**src/rtl/icache_pkg.sv**
```systemverilog
// -----------------------------------------------------------------------------
// icache_pkg
// Shared definitions for the direct-mapped instruction cache:
//   - FSM state encoding (IDLE, READ_MEM, UPDATE)
//   - field widths of the fetch address (offset 2, index 3, tag 3) and line (128)
//   - slicing constants that locate each field inside the byte address
//   - helpers that split a latched block address into index and tag
// -----------------------------------------------------------------------------
package icache_pkg;

  typedef enum logic [1:0] {
    ST_IDLE     = 2'd0,
    ST_READ_MEM = 2'd1,
    ST_UPDATE   = 2'd2
  } state_t;

  localparam int WORD_W     = 32;
  localparam int OFFSET_W   = 2;
  localparam int INDEX_W    = 3;
  localparam int TAG_W      = 3;
  localparam int LINE_W     = 128;
  localparam int BLK_ADDR_W = INDEX_W + TAG_W;

  // Bit positions inside the byte address: [1:0] byte, [3:2] word, [6:4] index, [9:7] tag
  localparam int OFFSET_LSB = 2;
  localparam int INDEX_LSB  = OFFSET_LSB + OFFSET_W;
  localparam int TAG_LSB    = INDEX_LSB + INDEX_W;

  // Line index held in the low bits of a block address
  function automatic logic [INDEX_W-1:0] blk_index(input logic [BLK_ADDR_W-1:0] blk);
    return blk[INDEX_W-1:0];
  endfunction

  // Tag held in the high bits of a block address
  function automatic logic [TAG_W-1:0] blk_tag(input logic [BLK_ADDR_W-1:0] blk);
    return blk[BLK_ADDR_W-1:INDEX_W];
  endfunction

endpackage

```
**src/rtl/icache_word_sel.sv**
```systemverilog
// -----------------------------------------------------------------------------
// icache_word_sel
// Combinational word selector: picks one 32-bit word out of a cache line
// using the word offset. Word 0 sits in the least significant bits.
// Ports:
//   line_i   in  WORDS*32  cache line
//   offset_i in  log2(WORDS) word offset within the line
//   word_o   out 32        selected word
// -----------------------------------------------------------------------------
module icache_word_sel
  import icache_pkg::*;
#(
  parameter int WORDS = 4
) (
  input  logic [WORDS*WORD_W-1:0]  line_i,
  input  logic [$clog2(WORDS)-1:0] offset_i,
  output logic [WORD_W-1:0]        word_o
);

  // Offset-driven part select of the line
  always_comb begin
    word_o = line_i[int'(offset_i)*WORD_W +: WORD_W];
  end

endmodule

```
**src/rtl/icache_direct.sv**
```systemverilog
// -----------------------------------------------------------------------------
// icache_direct
// Direct-mapped, read-only instruction cache: 8 lines x 4 words over a
// 1024-byte instruction space. Hits return combinationally; a miss stalls the
// CPU, fetches the whole 16-byte block and refills the line.
// Ports:
//   CLK           in   1    system clock, rising edge
//   RESET         in   1    asynchronous active-high reset
//   PC            in   32   fetch byte address (bits [1:0], [31:ADDR_W] ignored)
//   INSTRUCTION   out  32   fetched word, valid while BUSYWAIT is low
//   BUSYWAIT      out  1    CPU stall
//   MEM_READ      out  1    block read request
//   MEM_ADDRESS   out  6    block address of the miss being filled
//   MEM_READDATA  in   128  block from memory, word 0 in [31:0]
//   MEM_BUSYWAIT  in   1    memory busy
//   HIT_COUNT     out  16   saturating hit counter   (ICACHE_STATS_EN only)
//   MISS_COUNT    out  16   saturating miss counter  (ICACHE_STATS_EN only)
// Optional feature macro: ICACHE_STATS_EN adds the hit/miss counters.
// -----------------------------------------------------------------------------
module icache_direct
  import icache_pkg::*;
#(
  parameter int ADDR_W          = 10,
  parameter int BLOCKS          = 8,
  parameter int WORDS_PER_BLOCK = 4
) (
  input  logic                  CLK,
  input  logic                  RESET,
  input  logic [31:0]           PC,
  output logic [WORD_W-1:0]     INSTRUCTION,
  output logic                  BUSYWAIT,
  output logic                  MEM_READ,
  output logic [BLK_ADDR_W-1:0] MEM_ADDRESS,
  input  logic [LINE_W-1:0]     MEM_READDATA,
  input  logic                  MEM_BUSYWAIT
`ifdef ICACHE_STATS_EN
  ,
  output logic [15:0]           HIT_COUNT,
  output logic [15:0]           MISS_COUNT
`endif
);

  // Address fields of the current fetch
  logic [OFFSET_W-1:0]   offset_s;
  logic [INDEX_W-1:0]    index_s;
  logic [TAG_W-1:0]      tag_s;
  logic [BLK_ADDR_W-1:0] pc_blk_s;
  logic                  unused_pc_s;

  assign offset_s    = PC[INDEX_LSB-1:OFFSET_LSB];
  assign index_s     = PC[TAG_LSB-1:INDEX_LSB];
  assign tag_s       = PC[ADDR_W-1:TAG_LSB];
  assign pc_blk_s    = PC[ADDR_W-1:INDEX_LSB];
  assign unused_pc_s = ^{PC[31:ADDR_W], PC[OFFSET_LSB-1:0]};

  // Line storage: valid bits carry reset, tag/data arrays do not need it
  logic [BLOCKS-1:0]     valid_q;
  logic [TAG_W-1:0]      tag_q  [BLOCKS];
  logic [LINE_W-1:0]     data_q [BLOCKS];

  state_t                state_q, state_d;
  logic [BLK_ADDR_W-1:0] addr_q, addr_d;

  logic                  hit_s;
  logic                  fill_s;
  logic                  busy_s;
  logic                  mem_read_s;
  logic [BLK_ADDR_W-1:0] mem_addr_s;
  logic [WORD_W-1:0]     word_s;

  assign hit_s = valid_q[index_s] && (tag_q[index_s] == tag_s);

  icache_word_sel #(
    .WORDS (WORDS_PER_BLOCK)
  ) u_word_sel (
    .line_i   (data_q[index_s]),
    .offset_i (offset_s),
    .word_o   (word_s)
  );

  // Next-state and output decode of the miss-handling FSM
  always_comb begin
    state_d    = state_q;
    addr_d     = addr_q;
    busy_s     = 1'b0;
    mem_read_s = 1'b0;
    mem_addr_s = '0;
    fill_s     = 1'b0;
    case (state_q)
      ST_IDLE: begin
        if (!hit_s) begin
          // Latch the missing block so later PC changes cannot redirect the fill
          state_d = ST_READ_MEM;
          addr_d  = pc_blk_s;
          busy_s  = 1'b1;
        end else begin
          state_d = ST_IDLE;
        end
      end
      ST_READ_MEM: begin
        busy_s     = 1'b1;
        mem_read_s = 1'b1;
        mem_addr_s = addr_q;
        if (!MEM_BUSYWAIT) begin
          fill_s  = 1'b1;
          state_d = ST_UPDATE;
        end else begin
          state_d = ST_READ_MEM;
        end
      end
      ST_UPDATE: begin
        busy_s  = 1'b1;
        state_d = ST_IDLE;
      end
      default: begin
        state_d = ST_IDLE;
      end
    endcase
  end

  // State, latched block address and valid bits
  always_ff @(posedge CLK or posedge RESET) begin
    if (RESET) begin
      state_q <= ST_IDLE;
      addr_q  <= '0;
      valid_q <= '0;
    end else begin
      state_q <= state_d;
      addr_q  <= addr_d;
      if (fill_s) begin
        valid_q[blk_index(addr_q)] <= 1'b1;
      end
    end
  end

  // Line refill: tag and data written on the memory's completion edge
  always_ff @(posedge CLK) begin
    if (fill_s) begin
      tag_q[blk_index(addr_q)]  <= blk_tag(addr_q);
      data_q[blk_index(addr_q)] <= MEM_READDATA;
    end
  end

  // CPU-side outputs are held quiet while reset is asserted
  assign BUSYWAIT    = busy_s & ~RESET;
  assign INSTRUCTION = RESET ? '0 : word_s;
  assign MEM_READ    = mem_read_s;
  assign MEM_ADDRESS = mem_addr_s;

`ifdef ICACHE_STATS_EN
  logic [15:0] hit_cnt_q;
  logic [15:0] miss_cnt_q;

  // Saturating per-fetch hit and miss counters
  always_ff @(posedge CLK or posedge RESET) begin
    if (RESET) begin
      hit_cnt_q  <= 16'd0;
      miss_cnt_q <= 16'd0;
    end else begin
      if ((state_q == ST_IDLE) && hit_s && (hit_cnt_q != 16'hFFFF)) begin
        hit_cnt_q <= hit_cnt_q + 16'd1;
      end
      if ((state_q == ST_IDLE) && !hit_s && (miss_cnt_q != 16'hFFFF)) begin
        miss_cnt_q <= miss_cnt_q + 16'd1;
      end
    end
  end

  assign HIT_COUNT  = hit_cnt_q;
  assign MISS_COUNT = miss_cnt_q;
`endif

endmodule

```
**config.mk**
```make
export PLATFORM = sky130hd
export DESIGN_NAME = icache_direct
export DESIGN_NICKNAME = d
export VERILOG_FILES = /design/src/rtl/icache_pkg.sv /design/src/rtl/icache_word_sel.sv /design/src/rtl/icache_direct.sv
export SDC_FILE = /design/constraint.sdc
export NUM_CORES = 1
export LEC_CHECK = 0
export ABC_AREA = 1
export CAP_MARGIN = 40
export CORE_MARGIN = 2
export CORE_UTILIZATION = 28
export CTS_CLUSTER_SIZE = 20
export DETAILED_ROUTE_END_ITERATION = 7
export PLACE_DENSITY = 0.42
export SYNTH_ARGS = -nofsm -noshare
export SYNTH_HDL_FRONTEND = slang
export SYNTH_SLANG_ARGS = --single-unit
```
**constraint.sdc**
```tcl
create_clock -name CLK -period 6.9 [get_ports CLK]
set_input_delay 1.38 -clock CLK [delete_from_list [all_inputs] [get_ports CLK]]
set_output_delay 1.38 -clock CLK [all_outputs]
set_load 0.005 [all_outputs]
```
== After elaboration in Yosys (flattened, before gate mapping) ==
Memories as Yosys holds them, arrays and structs flattened.
Index checks and enable logic that the tools add are counted.

* Magnitude comparators: 3
* Reductions and logical operators: 5
* Shift-type cells: 1
* Mux-type cells: 16
* Equality and inequality tests: 3
* Bitwise operators: 4

{| class="wikitable"
|+ Operators by type and width
! kind !! number
|-
| $shiftx A128 B8 Y32 || 1
|-
| $mux W32 || 1
|-
| $mux W1 || 9
|-
| $lt A3 B4 Y1 const B || 2
|-
| $or A8 B8 Y8 || 1
|-
| $mux W6 || 1
|-
| $pmux W2 S2 || 1
|-
| $bmux W1 S3 || 1
|-
| $demux W1 S3 || 1
|-
| $eq A3 B3 Y1 || 1
|-
| $ge A3 B1 Y1 const B || 1
|-
| $eq A2 B1 Y1 const B || 1
|-
| $eq A2 B2 Y1 const B || 1
|-
| $logic_and A1 B1 Y1 || 2
|-
| $logic_not A2 Y1 || 1
|-
| $mux W2 || 1
|-
| $not A1 Y1 || 2
|-
| $pmux W1 S2 || 1
|-
| $reduce_and A2 Y1 || 1
|-
| $reduce_or A2 Y1 || 1
|-
| $and A1 B1 Y1 || 1
|}

* Word-level logic and storage cells: 37
* Input port bits: 163
* Memories: 2
* Bits in writable memories: 1048
* Output and inout bits: 40
* Bits in registers: 16

{| class="wikitable"
|+ Memories
! memory !! depth !! bits a word !! read ports !! clocked after memory_dff !! write ports !! RTL line !! source
|-
| data_q || 8 || 128 || 1 || 0 || 1 || icache_direct.sv:59 || <nowiki>logic [LINE_W-1:0] data_q [BLOCKS];</nowiki>
|-
| tag_q || 8 || 3 || 1 || 0 || 1 || icache_direct.sv:58 || <nowiki>logic [TAG_W-1:0] tag_q [BLOCKS];</nowiki>
|}

== Depth between registers and ports, before layout ==
* Depth after elaboration: 6
* Gate-level depth with buffers: 14
* Gate-level depth less buffers: 13

== By module ==
From an unflattened synthesis, not the netlist that was laid out.

* Cell total of the unflattened synthesis: 3540
* Area, all modules: 42824.8 µm²

{| class="wikitable"
|+ Modules (own cells, without submodules)
! module !! cells an instance !! area an instance (µm²) !! times used !! sequential area each (µm²)
|-
| icache_direct || 3166 || 41262.1 || 1 || 31870.6
|-
| icache_word_sel || 374 || 1562.7 || 1 || 0.0
|}

== Worst setup path after synthesis ==
OpenSTA, ideal clock, no wires.

* Path type: in2reg
* From: input MEM_BUSYWAIT
* To: register valid_q[0]
* Data arrival time: 7.658 ns
* Cell stages on the path: 4
* Data required time: 6.800 ns
* Setup time: 0.100 ns
* Slack: -0.858 ns
* Cell sequence: nor2_1 > nand2_1 > nor2_1 > or2_2

* Word-level cells in the longest chain between the ends: 2

{| class="wikitable"
|+ RTL lines
! what !! RTL line !! source
|-
| from (decl) || icache_direct.sv:35 || <nowiki>input logic MEM_BUSYWAIT</nowiki>
|-
| $mux W1 || icache_direct.sv:104 || <nowiki>if (!MEM_BUSYWAIT) begin</nowiki>
|-
| $mux W1 || icache_direct.sv:89 || <nowiki>case (state_q)</nowiki>
|-
| to (signal assigned) || icache_direct.sv:126 || <nowiki>valid_q <= '0;</nowiki>
|-
| to (signal, indexed assignment) || icache_direct.sv:131 || <nowiki>valid_q[blk_index(addr_q)] <= 1'b1;</nowiki>
|-
| to (decl) || icache_direct.sv:57 || <nowiki>logic [BLOCKS-1:0] valid_q;</nowiki>
|}

No other way between the ends.
A chain may end at the register's enable or synchronous reset.

== Worst setup path after layout ==
* From: input PC[4]
* To: output INSTRUCTION[28]

* Word-level cells in the longest chain between the ends: 3

{| class="wikitable"
|+ RTL lines
! what !! RTL line !! source
|-
| from (decl) || icache_direct.sv:29 || <nowiki>input logic [31:0] PC,</nowiki>
|-
| $mem_v2 Z8 W128 || -- ||
|-
| $shiftx A128 B8 Y32 || icache_word_sel.sv:22 || <nowiki>word_o = line_i[int'(offset_i)*WORD_W +: WORD_W];</nowiki>
|-
| $mux W32 || icache_direct.sv:146 || <nowiki>assign INSTRUCTION = RESET ? '0 : word_s;</nowiki>
|-
| to (decl) || icache_direct.sv:30 || <nowiki>output logic [WORD_W-1:0] INSTRUCTION,</nowiki>
|}

No other way between the ends.

==> run_results.csv <==
group,metric,value,unit
global_routing,grt-busiest-layer,"met2",
place,dpl-instance-area,46000,sq um
synthesis,synth_warnings,0,
global_routing,grt_pass1_vias,25000,
global_routing,grt_antenna_before_repair,28,
layout,num-nets-final,3394,
global_routing,grt_pass1_wl,187000,microns
synthesis,synthAdderAreaFrac,0.0899,%
clock_tree,path_clk_slew,0.06,ns
detailed_routing,wire_per_inst,24.8,microns
sta,slew_headroom,36.5,%
sta,clock_skew,0.0294,ns
floorplan,die_area,152000,sq um
worst_setup_path,cp-start-kind,"primary input",
clock_tree,numCtsBuffers,119,
worst_setup_path,crit_required,5.52,ns
power_and_ir_drop,vdd_drop_max,0.219,mV
detailed_routing,drtIter0Drc,1938,
floorplan,rows,141,
place,gp_congestion,0.727,
synthesis,syn_avg_cell_area,13.6,sq um
synthesis,postSynthCellCount,3076,
outcome,status,"finished, final reports clean",
synthesis,yosysSeqAreaShare,76.3,%
sta,max_freq,172,MHz
detailed_routing,viasPerCell,4.92,
worst_setup_path,path_class,"primary input to primary output",
sta,grt_setup_unrepaired,"false",
worst_setup_path,cp_max_fo,70,
layout,synthToLayoutAreaGrowth,19.1,%
sta,worstMarginPinSlew,0.952,ns
floorplan,die_h,390,microns
global_routing,grt_use_met2,26.4,%
detailed_routing,drt-pass1-iter-count,5,
synthesis,synth_simple_gate_area_share,8.90,%
clock_tree,holdBufCountCts,0,
layout,final_layout_size_suffix_gt1_share,8.06,%
global_routing,grtUsageMet1,24.3,%
layout,postLayoutCellArea,49800,sq um
worst_setup_path,endpoint_kind,"primary output",
worst_setup_path,r2r_cells,8,
global_routing,grt_max_degree,112,
global_routing,grt_use_met3,3.20,%
floorplan,initial_core_util,28.3,%
detailed_routing,remaining_drc_errors,0,
global_routing,grt.overflow.total,0,
clock_tree,htreeDepth,3,
sta,slew_violations,0,
sta,finalHoldViolations,0,
clock_tree,clkLatencyLatePin,0.74,ns
flow_run,cap_violations,0,
synthesis,post_synth_xor_area_fraction,0,%
layout,final_cell_mix,"edfxtp_1 (1,048), nor2_1 (581), o21ai_0 (501)",
floorplan,core,148000,sq um
synthesis,synthArstFlopShare,1.50,%
detailed_routing,totalWireLength,130000,microns
power_and_ir_drop,p_per_area,311,nW/um^2
sta,period_share,84.2,%
synthesis,yosysUniqueCellTypes,22,
synthesis,syn_area,41800,sq um
place,port_buffers,178,
clock_tree,post_cts_buffers,0,
worst_hold_path,min_path_cells,1,
layout,final_common_cell,"edfxtp_1",
synthesis,muxShareOfSynthArea,0,%
clock_tree,cts_tree,"done",
sta,finalCriticalPeriod,5.81,ns
detailed_routing,ant_nets,0,
worst_hold_path,hold_start,"valid_q[0]$_DFFE_PP0P_",
worst_setup_path,reg2reg_from,"state_q[1]$_DFF_PP0_",
synthesis,syn-num-nets,3242,
global_routing,gr-usage-all-layers,16.9,%
synthesis,synth_seq_cells,1064,
power_and_ir_drop,power_leakage,15.9,nW
synthesis,synth_top_family_by_area,"compound AO/OA/AOI/OAI gates",
place,dp.cells,5037,
worst_hold_path,min_path_type,"flop to flop",
layout,final_cells,5264,
worst_setup_path,worst-endpoint-arrival,4.43,ns
worst_hold_path,holdPathEnd,"valid_q[0]$_DFFE_PP0P_",
synthesis,synth-compound-area-share,11.7,%
floorplan,dieWidth,390,microns
clock_tree,cts-resized-gates,0,
worst_setup_path,reg2reg_to,"data_q[5][127]$_DFFE_PP_",
clock_tree,cts.sinks,1064,
sta,whs,0.468,ns
place,dp_hpwl,71600,microns
clock_tree,cts_buffer_depth,3,
synthesis,synth_edf_count,1048,
clock_tree,cts_root_buffer,"clkbuf_16",
sta,setup_viol,0,
sta,worst_slack,1.09,ns
floorplan,ios,203,
place,dpl_worst_slack,1.14,ns
worst_setup_path,r2r_slack,3.76,ns
synthesis,yosys_most_used_dff,"edfxtp_1",
detailed_routing,vias,25900,
## per-layer routing
layer	up-vias	part of all wire, %
met5	-	0.069
met4	14	2.0
met3	186	5.1
met2	585	46
met1	13200	47
li1	11900	-
## registers in the layout, indices dropped and copies added (netlist names)
| signal | count |
|---|---|
| addr_q | 6 |
| data_q | 1024 |
| state_q | 2 |
| tag_q | 24 |
| valid_q | 8 |
## synth_stat cells (all sizes together) (3+ instances only)
cell type,number,area (sq um)
o21ai,527,2640
o221ai,226,1980
edfxtp,1048,31500
a21oi,31,155
clkbuf,124,470
inv,58,218
buf,103,583
nand2,152,576
ha,3,37.5
or2,9,56.3
o22ai,16,100
dfrtp,16,400
nor2,589,2210
nand3,173,866
## stage by stage
stage | setup TNS [ns] | power [mW] | util [%]
after floorplan | -416.50 | 8.76 | -
after global placement | 0 | 9.55 | 31.1
after detailed placement | 0 | 9.57 | 31.1
after CTS | 0 | 15.7 | 33.6
after global routing | 0 | 16.1 | 33.6
final | 0 | 15.5 | 33.7
## logic make-up (layout without fill, tap and decap cells)
family,count (synthesis),count (layout)
compound gates,800,800
fa+ha+maj,3,3
buf+inv,285,536
flops,1064,1064
other cells,0,7
simple gates,924,924
## worst max-delay path, stage by stage
cell             delay (ns)
buf_8                  0.23
inv_8                  0.39
buf_12                 0.25
buf_12                 0.19
o21ai_0                0.09
o221ai_1               0.22
nand3_1                0.11
nand2_1                0.29
nor2_1                 0.10
nor2_1                 0.47
clkdlybuf4s50_1        0.61
## report_power, final
| group | switching, mW | internal (mW) | leakage, nW |
|---|---|---|---|
| Combinational | 1.13 | 0.445 | 4.45 |
| Clock | 2.58 | 3.50 | 1.82 |
| Sequential | 0.129 | 7.69 | 9.64 |
## cell type report
| class | count | area, sq um |
|---|---|---|
| Multi-Input combinational cell | 1727 | 8690 |
| Fill cell | 14600 | 98100 |
| Antenna cell | 7 | 17.5 |
| Clock inverter | 68 | 571 |
| Sequential cell | 1064 | 31900 |
| Inverter | 58 | 240 |
| Timing Repair Buffer | 258 | 2810 |
| Tap cell | 1930 | 2410 |
| Clock buffer | 152 | 3140 |
## how the worst max path moves through the flow
stage | startpoint | endpoint | slack [ns] | cells past startpoint
after floorplan | MEM_BUSYWAIT | valid_q[0]$_DFFE_PP0P_ | -0.86 | 4
after global placement | PC[5] | INSTRUCTION[15] | 1.11 | 10
after detailed placement | PC[4] | INSTRUCTION[28] | 1.14 | 11
after CTS | PC[4] | INSTRUCTION[28] | 1.14 | 11
after global routing | PC[4] | INSTRUCTION[28] | 0.89 | 11
final | PC[4] | INSTRUCTION[28] | 1.09 | 11
No activity file was read; power rests on OpenSTA's default activity.
==> RTL edit: new RTL, same settings <==
`addr_q` no longer has a reset.
--- a/src/rtl/icache_direct.sv
+++ b/src/rtl/icache_direct.sv
@@ -122,15 +122,17 @@
   always_ff @(posedge CLK or posedge RESET) begin
     if (RESET) begin
       state_q <= ST_IDLE;
-      addr_q  <= '0;
       valid_q <= '0;
     end else begin
       state_q <= state_d;
-      addr_q  <= addr_d;
       if (fill_s) begin
         valid_q[blk_index(addr_q)] <= 1'b1;
       end
     end
+  end
+
+  always_ff @(posedge CLK) begin
+    addr_q <= addr_d;
   end
 
   // Line refill: tag and data written on the memory's completion edge
Function: no difference found for any inputs over 4 cycles, from zero or initial values and one cycle with RESET high; that may be too few to reach the edited logic, so the function may still have changed.
==> RTL edit against the original RTL <==
  * Sequential cell count did not move
  * Area after synthesis rose by 0.33%
  * Worst setup slack got worse by 0.073 ns
  * Largest cell class unchanged
  * Wire length rose by 0.37%
  * Combinational power fell by 13%
  * Power fell by 3.6%
  * Synthesized cell count fell by 0.20%
  * Utilization fell by 0.24 points
  * Cell area fell by 0.47%
==> RTL edit: results (changes against the original RTL) <==
vias in the first global route: 24.9k (was 25.0k)
hold path start: valid_q[5] (was valid_q[0])
1st-pass router iterations: 6 (was 5)
nets: 3,381 (was 3,394)
synth cell count leaders: edfxtp_1, nor2_1, o21ai_0, o221ai_1, nand3_1 (unchanged)
P_leak: 15.8 nW (was 15.9 nW)
Min Hold Slack: 0.465 ns (was 0.468 ns)
initial DRC count: 2,143 (was 1,938)
largest net degree at the start of global routing: 182 (was 112)
Worst R2R End: data_q[7][24] (was data_q[5][127])
DPL Wire Length: 72,400 µm (was 71,600 µm)
crit path DAT: 4.50 ns (was 4.43 ns)
Post-Route WL: 131,000 µm (was 130,000 µm)
WL/cell: 25.0 µm (was 24.8 µm)
Mapped Nets: 3,236 (was 3,242)
ranking of synthesized cells by area: edfxtp_1, o21ai_0, nor2_1 (unchanged)
placed cell count: 5,026 (was 5,037)
number of synthesized flops with an enable pin: 1,054 (was 1,048)
mean area per synthesized cell: 13.6 µm² (about the same)
DP Area: 45,900 µm² (was 46,000 µm²)
Final GP Congestion: 0.728 (was 0.727)
status: completed (unchanged)
Post-synth ARST share: 0.940% (was 1.50%)
FF-to-FF setup slack: 3.87 ns (was 3.76 ns)
initial antenna violation count: 35 (was 28)
Max FO, Critical Path: 181 (was 70)
Clock Skew: 0.0307 ns (was 0.0294 ns)
relative slew slack: 27.3% (was 36.5%)
sequential-to-total area share from yosys stat: 76.1% (was 76.3%)
Vias/cell: 4.92 (about the same)
global-route wire length before repair: 187,000 µm (about the same)
VDD IR max: 216 µV (was 219 µV)
==> RTL edit: power groups by stage <==
stage | combinational [mW] | sequential, mW | clock [mW]
final | 1.37 | 7.63 | 5.92
after global routing | 1.51 | 7.67 | 6.34
after CTS | 1.41 | 7.64 | 6.09
after detailed placement | 1.40 | 7.77 | 0
after global placement | 1.40 | 7.77 | 0
after floorplan | 0.670 | 7.81 | 0
==> RTL edit: critical path, stage by stage <==
cell and delay [ns]:
buf_8 0.19, inv_16 0.55, buf_4 0.37, buf_4 0.34, o21ai_0 0.13, o221ai_1 0.17, nand3_1 0.16, nand3_1 0.10
nand2_1 0.07, nor2_1 0.28, clkdlybuf4s50_1 0.58
==> RTL edit: how the worst max path moves through the flow <==
stage | start | depth (start not counted) | end | slack [ns]
after floorplan | MEM_BUSYWAIT | 4 | valid_q[0] | -0.86
after global placement | PC[4] | 10 | INSTRUCTION[4] | 1.08
after detailed placement | PC[4] | 11 | INSTRUCTION[14] | 1.09
after CTS | PC[4] | 11 | INSTRUCTION[14] | 1.09
after global routing | PC[4] | 11 | INSTRUCTION[14] | 0.89
final | PC[4] | 11 | INSTRUCTION[14] | 1.02
==> RTL edit: cell families after synthesis <==
kind of cell / synth area share (%)
flip-flops: 76.1
buffers and inverters: 3.45
adder cells (fa/ha/maj): 0.0896
AND/OR/NAND/NOR: 8.68
AO/OA/AOI/OAI: 11.6
==> RTL edit: stage by stage <==
stage | total power [mW] | setup WS [ns]
final | 14.9 | 1.02
after global placement | 9.17 | 1.08
after detailed placement | 9.17 | 1.09
after CTS | 15.1 | 1.09
after global routing | 15.5 | 0.891
after floorplan | 8.48 | -0.858
==> RTL edit: layout make-up <==
class | count | area [µm²]
multi-input cells | 1717 | 8620
flip-flops and latches | 1064 | 31900
repair buffers | 254 | 2720
inverters | 61 | 260
well taps | 1930 | 2410
fillers | 14603 | 98700
diodes | 7 | 17.5
clock inverters | 73 | 554
clock buffers | 141 | 3040
==> RTL edit: layer usage <==
metal	GRT usage (%)	vias to the layer above	wire [µm]
li1	-	11866	-
met4	3.52	32	2340
met5	0	-	214
met1	24.4	13075	61500
met3	4.14	180	8220
met2	25.7	637	58700
